==> config.mk <==
export PLATFORM = sky130hd
export DESIGN_NAME = pulse_train_gen
export DESIGN_NICKNAME = d
export VERILOG_FILES = /design/src/rtl/pulse_train_gen.sv
export SDC_FILE = /design/constraint.sdc
export NUM_CORES = 1
export LEC_CHECK = 0
export BUFFER_PORTS_ARGS = -buffer_cell sky130_fd_sc_hd__buf_2
export CAP_MARGIN = 20
export CORE_MARGIN = 1
export CORE_UTILIZATION = 35
export DETAILED_ROUTE_END_ITERATION = 10
export HOLD_SLACK_MARGIN = 0.05
export PLACE_DENSITY = 0.62
export SKIP_CTS_REPAIR_TIMING = 1
export SYNTH_ARGS = -nofsm -noshare
export SYNTH_HDL_FRONTEND = slang
export SYNTH_SLANG_ARGS = --single-unit
==> constraint.sdc <==
create_clock -name clk -period 3.4 [get_ports clk]
set_clock_uncertainty 0.05 [all_clocks]
set_input_delay 0.51 -clock clk [delete_from_list [all_inputs] [get_ports clk]]
set_output_delay 0.51 -clock clk [all_outputs]
set_load 0.1 [all_outputs]
==> src/rtl/pulse_train_gen.sv <==
// pulse_train_gen: emits N square pulses with programmable high/low widths,
// one-cycle rise/fall strobes on every edge, and a done strobe at the end.
// Optional feature: define PULSE_TRAIN_ABORT_EN to add an `abort` input that
// cuts a running train short.
// Outputs are registered decodes of the FSM state, so every output lags the
// state register by one cycle (start at edge t -> out=1 at edge t+1).
module pulse_train_gen #(
  parameter int unsigned CNT_W = 8,
  parameter int unsigned LEN_W = 8
) (
  input  logic             clk,
  input  logic             rst_n,
  input  logic             start,
`ifdef PULSE_TRAIN_ABORT_EN
  input  logic             abort,
`endif
  input  logic [CNT_W-1:0] num_pulses,
  input  logic [LEN_W-1:0] high_len,
  input  logic [LEN_W-1:0] low_len,
  output logic             out,
  output logic             busy,
  output logic             rise,
  output logic             fall,
  output logic             done
);

  typedef enum logic [1:0] {
    S_IDLE = 2'd0,
    S_HIGH = 2'd1,
    S_LOW  = 2'd2,
    S_FIN  = 2'd3
  } state_t;

  state_t           r_state;
  state_t           w_state_nxt;
  logic [CNT_W-1:0] r_pulse_cnt;
  logic [CNT_W-1:0] w_pulse_cnt_nxt;
  logic [LEN_W-1:0] r_phase_cnt;
  logic [LEN_W-1:0] w_phase_cnt_nxt;
  logic [LEN_W-1:0] r_high_len;
  logic [LEN_W-1:0] w_high_len_nxt;
  logic [LEN_W-1:0] r_low_len;
  logic [LEN_W-1:0] w_low_len_nxt;

  logic             w_abort;
  logic             w_high_last;
  logic             w_low_last;

  logic             w_out;
  logic             w_busy;
  logic             w_rise;
  logic             w_fall;
  logic             w_done;

  logic             r_out;
  logic             r_busy;
  logic             r_rise;
  logic             r_fall;
  logic             r_done;

`ifdef PULSE_TRAIN_ABORT_EN
  assign w_abort = abort;
`else
  assign w_abort = 1'b0;
`endif

  // Latched lengths are always >= 1 while a train runs, so len-1 never wraps there.
  assign w_high_last = (r_phase_cnt == (r_high_len - LEN_W'(1)));
  assign w_low_last  = (r_phase_cnt == (r_low_len - LEN_W'(1)));

  // State, counter and parameter registers.
  always_ff @(posedge clk or negedge rst_n) begin
    if (!rst_n) begin
      r_state     <= S_IDLE;
      r_pulse_cnt <= '0;
      r_phase_cnt <= '0;
      r_high_len  <= '0;
      r_low_len   <= '0;
    end else begin
      r_state     <= w_state_nxt;
      r_pulse_cnt <= w_pulse_cnt_nxt;
      r_phase_cnt <= w_phase_cnt_nxt;
      r_high_len  <= w_high_len_nxt;
      r_low_len   <= w_low_len_nxt;
    end
  end

  // Next-state, counter updates and output decode.
  always_comb begin
    w_state_nxt     = r_state;
    w_pulse_cnt_nxt = r_pulse_cnt;
    w_phase_cnt_nxt = r_phase_cnt;
    w_high_len_nxt  = r_high_len;
    w_low_len_nxt   = r_low_len;
    w_out           = 1'b0;
    w_busy          = 1'b0;
    w_rise          = 1'b0;
    w_fall          = 1'b0;
    w_done          = 1'b0;

    unique case (r_state)
      S_IDLE: begin
        if (start) begin
          w_pulse_cnt_nxt = num_pulses;
          w_phase_cnt_nxt = '0;
          w_high_len_nxt  = (high_len == '0) ? LEN_W'(1) : high_len;
          w_low_len_nxt   = (low_len == '0) ? LEN_W'(1) : low_len;
          w_state_nxt     = (num_pulses == '0) ? S_FIN : S_HIGH;
        end
      end

      S_HIGH: begin
        w_out  = 1'b1;
        w_busy = 1'b1;
        w_rise = (r_phase_cnt == '0);
        if (w_abort) begin
          // One forced LOW cycle gives the closing fall strobe, then FIN.
          w_state_nxt     = S_LOW;
          w_phase_cnt_nxt = '0;
          w_pulse_cnt_nxt = CNT_W'(1);
          w_low_len_nxt   = LEN_W'(1);
        end else if (w_high_last) begin
          w_state_nxt     = S_LOW;
          w_phase_cnt_nxt = '0;
        end else begin
          w_phase_cnt_nxt = r_phase_cnt + LEN_W'(1);
        end
      end

      S_LOW: begin
        w_busy = 1'b1;
        w_fall = (r_phase_cnt == '0);
        if (w_abort) begin
          w_state_nxt     = S_FIN;
          w_phase_cnt_nxt = '0;
        end else if (w_low_last) begin
          w_phase_cnt_nxt = '0;
          if (r_pulse_cnt == CNT_W'(1)) begin
            w_state_nxt = S_FIN;
          end else begin
            w_state_nxt     = S_HIGH;
            w_pulse_cnt_nxt = r_pulse_cnt - CNT_W'(1);
          end
        end else begin
          w_phase_cnt_nxt = r_phase_cnt + LEN_W'(1);
        end
      end

      S_FIN: begin
        w_done      = 1'b1;
        w_state_nxt = S_IDLE;
      end

      default: begin
        w_state_nxt = S_IDLE;
      end
    endcase
  end

  // Output registers.
  always_ff @(posedge clk or negedge rst_n) begin
    if (!rst_n) begin
      r_out  <= 1'b0;
      r_busy <= 1'b0;
      r_rise <= 1'b0;
      r_fall <= 1'b0;
      r_done <= 1'b0;
    end else begin
      r_out  <= w_out;
      r_busy <= w_busy;
      r_rise <= w_rise;
      r_fall <= w_fall;
      r_done <= w_done;
    end
  end

  assign out  = r_out;
  assign busy = r_busy;
  assign rise = r_rise;
  assign fall = r_fall;
  assign done = r_done;

endmodule
# ---- Yosys cells after proc, flatten, opt, wreduce, memory -nomap -nowiden
# Cells that the tools add are included.
# Widths: inputs -> output; s select.
dict set report totals {
  wordCells 57
  register_bits 39
  in_bits 27
  out_inout_bits 5
}
dict set report classes {
  mux 21
  n_addsub 4
  n_reduce_logical 12
  eq_ne 10
}
# operator count
set op_table {}
lappend op_table {{$mux 8} 8}
lappend op_table {{$logic_not 8->1} 4}
lappend op_table {{$pmux 8 s3} 1}
lappend op_table {{$sub 8x1->8 const B} 3}
lappend op_table {{$eq 8x8->1} 2}
lappend op_table {{$pmux 8 s2} 1}
lappend op_table {{$mux 2} 5}
lappend op_table {{$add 8x1->8 const B} 1}
lappend op_table {{$eq 8x1->1 const B} 1}
lappend op_table {{$ne 2x2->1 const B} 4}
lappend op_table {{$pmux 2 s4} 1}
lappend op_table {{$mux 1} 5}
lappend op_table {{$eq 2x2->1 const B} 2}
lappend op_table {{$reduce_and 2->1} 2}
lappend op_table {{$reduce_and 4->1} 1}
lappend op_table {{$reduce_and 3->1} 1}
lappend op_table {{$reduce_bool 3->1} 1}
lappend op_table {{$eq 2x1->1 const B} 1}
lappend op_table {{$logic_not 2->1} 1}
lappend op_table {{$reduce_bool 2->1} 1}
lappend op_table {{$reduce_or 2->1} 1}

# ---- Logic depth before layout (Yosys ltp)
# Gate-level depths: netlist of the first run.
dict set report depth {
  ltp_word 4
  depth_mapped 11
  ltp_nobuf 9
}

# ---- Worst setup path after synthesis of the first run
# OpenSTA, ideal clock, no wires.
dict set report synth_path {
  kind {register to register}
  start {reg r_low_len[1]}
  end {reg r_phase_cnt[4]}
  setup_time_ns 0.124
  required_time_ns 3.226
  n_path_buf 2
  path_slack_ns 0.829
  t_arrival_ns 2.397
  path_stages_with_launch 10
  period_less_slack_ns 2.571
  cell_sequence {dfrtp_1 -> or4_4 -> and4bb_1 -> a311oi_1 -> a2111oi_2 -> buf_4 -> a2bb2oi_4 -> buf_6 -> nor2_1 -> a211o_1}
}
dict set report synth_between {
  elab_chain_cells 4
}
# element line
set synth_lines {}
lappend synth_lines {{start, declared} 42} ;# logic [LEN_W-1:0] r_low_len;
lappend synth_lines {{start signal, assigned} 84} ;# r_low_len <= w_low_len_nxt;
lappend synth_lines {{$sub 8x1->8} 69} ;# assign w_low_last = (r_phase_cnt == (r_low_len - LEN_W'(1)));
lappend synth_lines {{$eq 8x8->1} 69}
lappend synth_lines {{$mux 8} 136} ;# end else if (w_low_last) begin
lappend synth_lines {{$pmux 8 s3} 101} ;# unique case (r_state)
lappend synth_lines {{end signal, assigned} 82} ;# r_phase_cnt <= w_phase_cnt_nxt;
lappend synth_lines {{end, declared} 38} ;# logic [LEN_W-1:0] r_phase_cnt;
# No other way between the ends.
# A chain may end at the register's enable or synchronous reset.

# ---- Worst setup path in the final report of the first run
dict set report layout_path {
  start {reg r_low_len[1]}
  end {reg r_phase_cnt[5]}
}
# The elaborated chain is that of the path after synthesis.

==> results.yml, run 1 <==
logic_synthesis:
  syn_area_mm2: 0.00252
  synth_edf_count: 0
  async_reset_ff_share_pct: 100
  yosysUniqueCellTypes: 54
  syn_area_per_cell_um2: 9.49
  syn_inst: 266
  synth_seq_cells: 39
  ys_seq_area_share_pct: 38.7
  yosysWarnings: 0
  synth.net_count: 303
  synth_flop_cell: "dfrtp_1"
critical_path:
  cp_num_buf_inv: 1
  path_depth: 8
  startpoint_type: "flip-flop"
  reg2regPathDepth: 8
  critPathMaxStageDelay_ns: 0.55
  critPathSlowestCell: "or4_4"
  critPathMaxFanout: 13
  endpoint_kind: "flip-flop"
  required_ns: 3.53
  crit_type: "flip-flop to flip-flop"
  cp.arrival_ns: 2.88
  path_cells: "or4_4 > and4bb_1 > a311oi_1 > a2111oi_2 > buf_4 > a2bb2oi_4 > nor3_1 > a211o_1"
  cp_top_family: "compound AO/OA/AOI/OAI gates"
route:
  routedWlPerCell_um: 13.4
  drcViolationCount: 0
  final_antenna_net_count: 0
  viasPerCell: 5.21
  vias: 2041
  wl_um: 5250
  drt_iter0_markers: 89
  firstDrtPassIters: 4
finish:
  fin_util_pct: 41.5
  diodes: 0
  drive_gt1_share_pct: 21.3
  synthToLayoutAreaGrowth_pct: 12.9
  final_cell_mix: "39 x dfrtp_1, 31 x buf_2, 19 x nand2_1"
  final_common_cell: "dfrtp_1"
  nFillCells: 712
  num-nets-final: 332
timing:
  setup_slack_ns: 0.653
  max_slew_margin_pct: 41.2
  grt_setup_unrepaired: "false"
  setup-tns-final_ns: 0
  worstMarginPinSlew_ns: 0.882
  fin_crit_sh_pct: 80.8
  fmax_mhz: 364
  fin_crit_ns: 2.75
  finalSetupViolations: 0
  hold_viol: 0
  slew_violations: 0
  holdWs_ns: 0.273
grt:
  antenna_found_initial: 0
  grt_use_total_pct: 15.4
  grt_overflow: 0
  grt_max_degree: 40
  grt_pass1_wl_um: 9050
  grt_pass1_vias: 1924
run_status:
  status: "finished, final reports clean"
placement:
  dpl_worst_slack_ns: 0.647
  hpwlAfterDp_um: 3900
  io_buffers: 31
  routabilityCongestion: 0.764
clock_tree:
  cts_made_buffers: 5
  htree_levels: 2
  clock_sinks: 39
  cts_buffer_depth: 2
  cts_tree: "done"
  cts_root_buf: "clkbuf_8"
  clkSlewWorstSetupHoldPaths_ns: 0.08
  insertion_delay_ns: 0.30
floorplan:
  core_mm2: 0.00687
  row_count: 30
  die_h_um: 86.9
  die-area_mm2: 0.00755
  die_w_um: 86.9
  initial_core_util_pct: 36.7
  io_pins: 32
power:
  p_per_area_mw_per_mm2: 849
  ir_worst_vdd_uv: 352
  p_leak_uw: 0.00127
  totalPowerFinal_uw: 2420
run:
  maxCapViolCount: 0
worst_hold_path:
  min_path_type: "input port to asynchronous set/reset pin"
-- final timing paths --
check,startpoint,to,slack [ns]
setup reg to reg,r_low_len[1]$_DFFE_PN0P_,r_phase_cnt[5]$_DFFE_PN0P_,0.65
hold reg to reg,r_pulse_cnt[6]$_DFFE_PN0P_,r_pulse_cnt[6]$_DFFE_PN0P_,0.44
hold / removal,rst_n,r_pulse_cnt[5]$_DFFE_PN0P_,0.27
min in group clk,low_len[6],r_low_len[6]$_DFFE_PN0P_,0.41
max in group asynchronous,rst_n,r_phase_cnt[4]$_DFFE_PN0P_,2.46
setup / recovery,r_low_len[1]$_DFFE_PN0P_,r_phase_cnt[5]$_DFFE_PN0P_,0.65
-- through the flow --
step           std cells  area [um^2]
2_1_floorplan        266         2520
3_3_place_gp         384         2770
3_5_place_dp         384         2770
4_1_cts              392         2850
5_1_grt              392         2850
6_report             392         2850
-- flip-flops by register name, indices dropped and copies added (netlist names) --
register / cells
busy: 1
done: 1
fall: 1
out: 1
r_high_len: 8
r_low_len: 8
r_phase_cnt: 8
r_pulse_cnt: 8
r_state: 2
rise: 1
-- cell usage after synthesis, types with 5 or more instances --
cell type | n | area, um^2
nand2_1 | 19 | 71.3
dfrtp_1 | 39 | 976
nor4_1 | 8 | 50.1
o21ai_0 | 6 | 30.0
clkbuf_1 | 10 | 37.5
o22ai_1 | 6 | 37.5
mux2i_1 | 5 | 50.1
nor3_1 | 12 | 60.1
nand2b_1 | 9 | 56.3
xnor2_1 | 11 | 96.3
mux2_2 | 15 | 169
nand3_1 | 14 | 70.1
inv_1 | 12 | 45.0
xor2_1 | 8 | 70.1
a21oi_1 | 8 | 40.0
ha_1 | 10 | 125
nor2_1 | 16 | 60.1
a211o_1 | 5 | 43.8
-- cell families after synthesis --
logic type | synth area share [%]
flops | 38.7
fa+ha+maj | 4.96
buf+inv | 4.16
simple gates | 22.5
compound gates | 14.4
mux | 8.68
xor+xnor | 6.59
-- metal layers --
metal	up-vias	GRT usage, %	routed length, um
met2	34	26.1	2540
met3	7	3.32	181
li1	1018	-	-
met4	0	5.00	67
met1	982	19.3	2460
met5	-	0	0
-- report_power, final --
part | internal, uW | leakage [uW] | switching [uW] | total [uW]
Clock | 144 | 0.0000422 | 164 | 308
Sequential | 657 | 0.000476 | 230 | 887
Combinational | 523 | 0.000747 | 702 | 1220
Total | 1320 | 0.00127 | 1100 | 2420
-- final cells by class --
| type | instances | area, um^2 | share of cell area (%) |
|---|---|---|---|
| Clock buffer | 7 | 76.3 | 2.68 |
| Clock inverter | 1 | 5.00 | 0.176 |
| Sequential cell | 39 | 976 | 34.2 |
| Tap cell | 96 | 120 | 4.21 |
| Multi-Input combinational cell | 202 | 1440 | 50.6 |
| Timing Repair Buffer | 35 | 185 | 6.50 |
| Inverter | 12 | 45.0 | 1.58 |
Note: power is estimated with default switching activity, not from simulation.
==> run 2, diff against run 1 <==
- clock period: 3.4 -> 2.9 ns (I/O delays scaled with it)
==> results.yml, run 2 (same netlist as run 1, synthesis figures left out) <==
finish:
  final_common_cell: "dfrtp_1"
  final_cell_mix: "39 x dfrtp_1, 31 x buf_2, 19 x nand2_1"
  diodes: 0
  synthToLayoutAreaGrowth_pct: 13.5
  design_area_mm2: 0.00287
  nFillCells: 703
  num-nets-final: 334
  drive_gt1_share_pct: 21.8
  fin_util_pct: 41.7
timing:
  grt_setup_unrepaired: "false"
  fin_crit_sh_pct: 94.9
  worstMarginPinSlew_ns: 0.913
  fin_crit_ns: 2.75
  hold_viol: 0
  finalSetupViolations: 0
  fmax_mhz: 364
  slew_violations: 0
  setup-tns-final_ns: 0
  max_slew_margin_pct: 39.1
critical_path:
  startpoint_type: "flip-flop"
  reg2regPathDepth: 8
  cp.arrival_ns: 2.88
  crit_type: "flip-flop to flip-flop"
  required_ns: 3.03
  critPathMaxFanout: 11
  endpoint_kind: "flip-flop"
clock_tree:
  cts_tree: "done"
  htree_levels: 2
  cts_buffer_depth: 2
  insertion_delay_ns: 0.29
  cts_root_buf: "clkbuf_8"
  clock_sinks: 39
  cts_made_buffers: 5
  clkSlewWorstSetupHoldPaths_ns: 0.08
route:
  wl_um: 5370
  final_antenna_net_count: 0
  drcViolationCount: 0
  vias: 2057
  viasPerCell: 5.22
  routedWlPerCell_um: 13.6
  drt_iter0_markers: 77
  firstDrtPassIters: 4
placement:
  placed_area_mm2: 0.00277
  hpwlAfterDp_um: 3990
  io_buffers: 31
  routabilityCongestion: 0.766
floorplan:
  io_pins: 32
  die_w_um: 86.9
  die-area_mm2: 0.00755
  initial_core_util_pct: 36.7
  core_mm2: 0.00687
  row_count: 30
  die_h_um: 86.9
power:
  p_per_area_mw_per_mm2: 1000
  p_leak_uw: 0.00127
  ir_worst_vdd_uv: 444
grt:
  grt_pass1_wl_um: 9110
  grt_max_degree: 40
  grt_pass1_vias: 2034
  antenna_found_initial: 0
  grt_use_total_pct: 15.3
  grt_overflow: 0
run:
  maxCapViolCount: 0
run_status:
  status: "finished, final reports clean"
worst_hold_path:
  min_path_type: "input port to asynchronous set/reset pin"
==> run 2: cell types whose count changed in the layout (fill, tap and decap cells not counted) <==
| cell | previous run | this run |
|---|---|---|
| buf_4 | 4 | 6 |
==> run 2: area by class of cell <==
type,instances,area (um^2),area share [%]
clock buffers,7,76.3,2.66
clock inverters,1,5.00,0.175
inverters,12,45.0,1.57
multi-input cells,202,1440,50.3
flip-flops and latches,39,976,34.1
well taps,96,120,4.19
repair buffers,37,200,6.99
==> run 2: stage by stage <==
stage	cells	hold slack [ns]	setup slack, ns	power, uW
floorplan	266	0.0894	0.329	2180
global placement	384	0.425	0.205	2460
detailed placement	384	0.433	0.133	2500
CTS	392	0.253	0.117	2880
global route	394	0.283	0.0198	3120
finish	394	0.224	0.149	2880
==> run 2: where the power goes <==
part           total (uW)  switching [uW]  internal [uW]
Clock                 361             192            169
Combinational        1470             833            639
Sequential           1050             276            770
Total                2880            1300           1580
==> run 2: final timing paths <==
path                                                 start                         end  slack (ns)
worst max-delay path              r_low_len[1]$_DFFE_PN0P_      r_state[1]$_DFFE_PN0P_        0.15
worst min-delay path                                 rst_n  r_pulse_cnt[3]$_DFFE_PN0P_        0.22
worst max register to register    r_low_len[1]$_DFFE_PN0P_      r_state[1]$_DFFE_PN0P_        0.15
worst min register to register  r_pulse_cnt[6]$_DFFE_PN0P_  r_pulse_cnt[6]$_DFFE_PN0P_        0.46
max in group asynchronous                            rst_n   r_high_len[4]$_DFFE_PN0P_        2.00
min in group clk                               high_len[6]   r_high_len[6]$_DFFE_PN0P_        0.34
==> run 2: critical path, stage by stage, from the launching register on <==
cell and delay [ns]:
dfrtp_1 0.41, or4_4 0.55, and4bb_1 0.28, a311oi_1 0.06, a2111oi_2 0.37, buf_4 0.24
nand2b_1 0.14, and3_1 0.20, mux2_2 0.34
==> run 2: routing by layer <==
layer | up-vias | wire length, um | share of wire (%) | GRT usage (%)
met3 | 6 | 224 | 4.2 | 2.94
met1 | 979 | 2480 | 46 | 18.8
met2 | 50 | 2620 | 49 | 27.1
li1 | 1022 | - | - | -
met4 | 0 | 45 | 0.84 | 4.09
met5 | - | 0 | 0 | 0
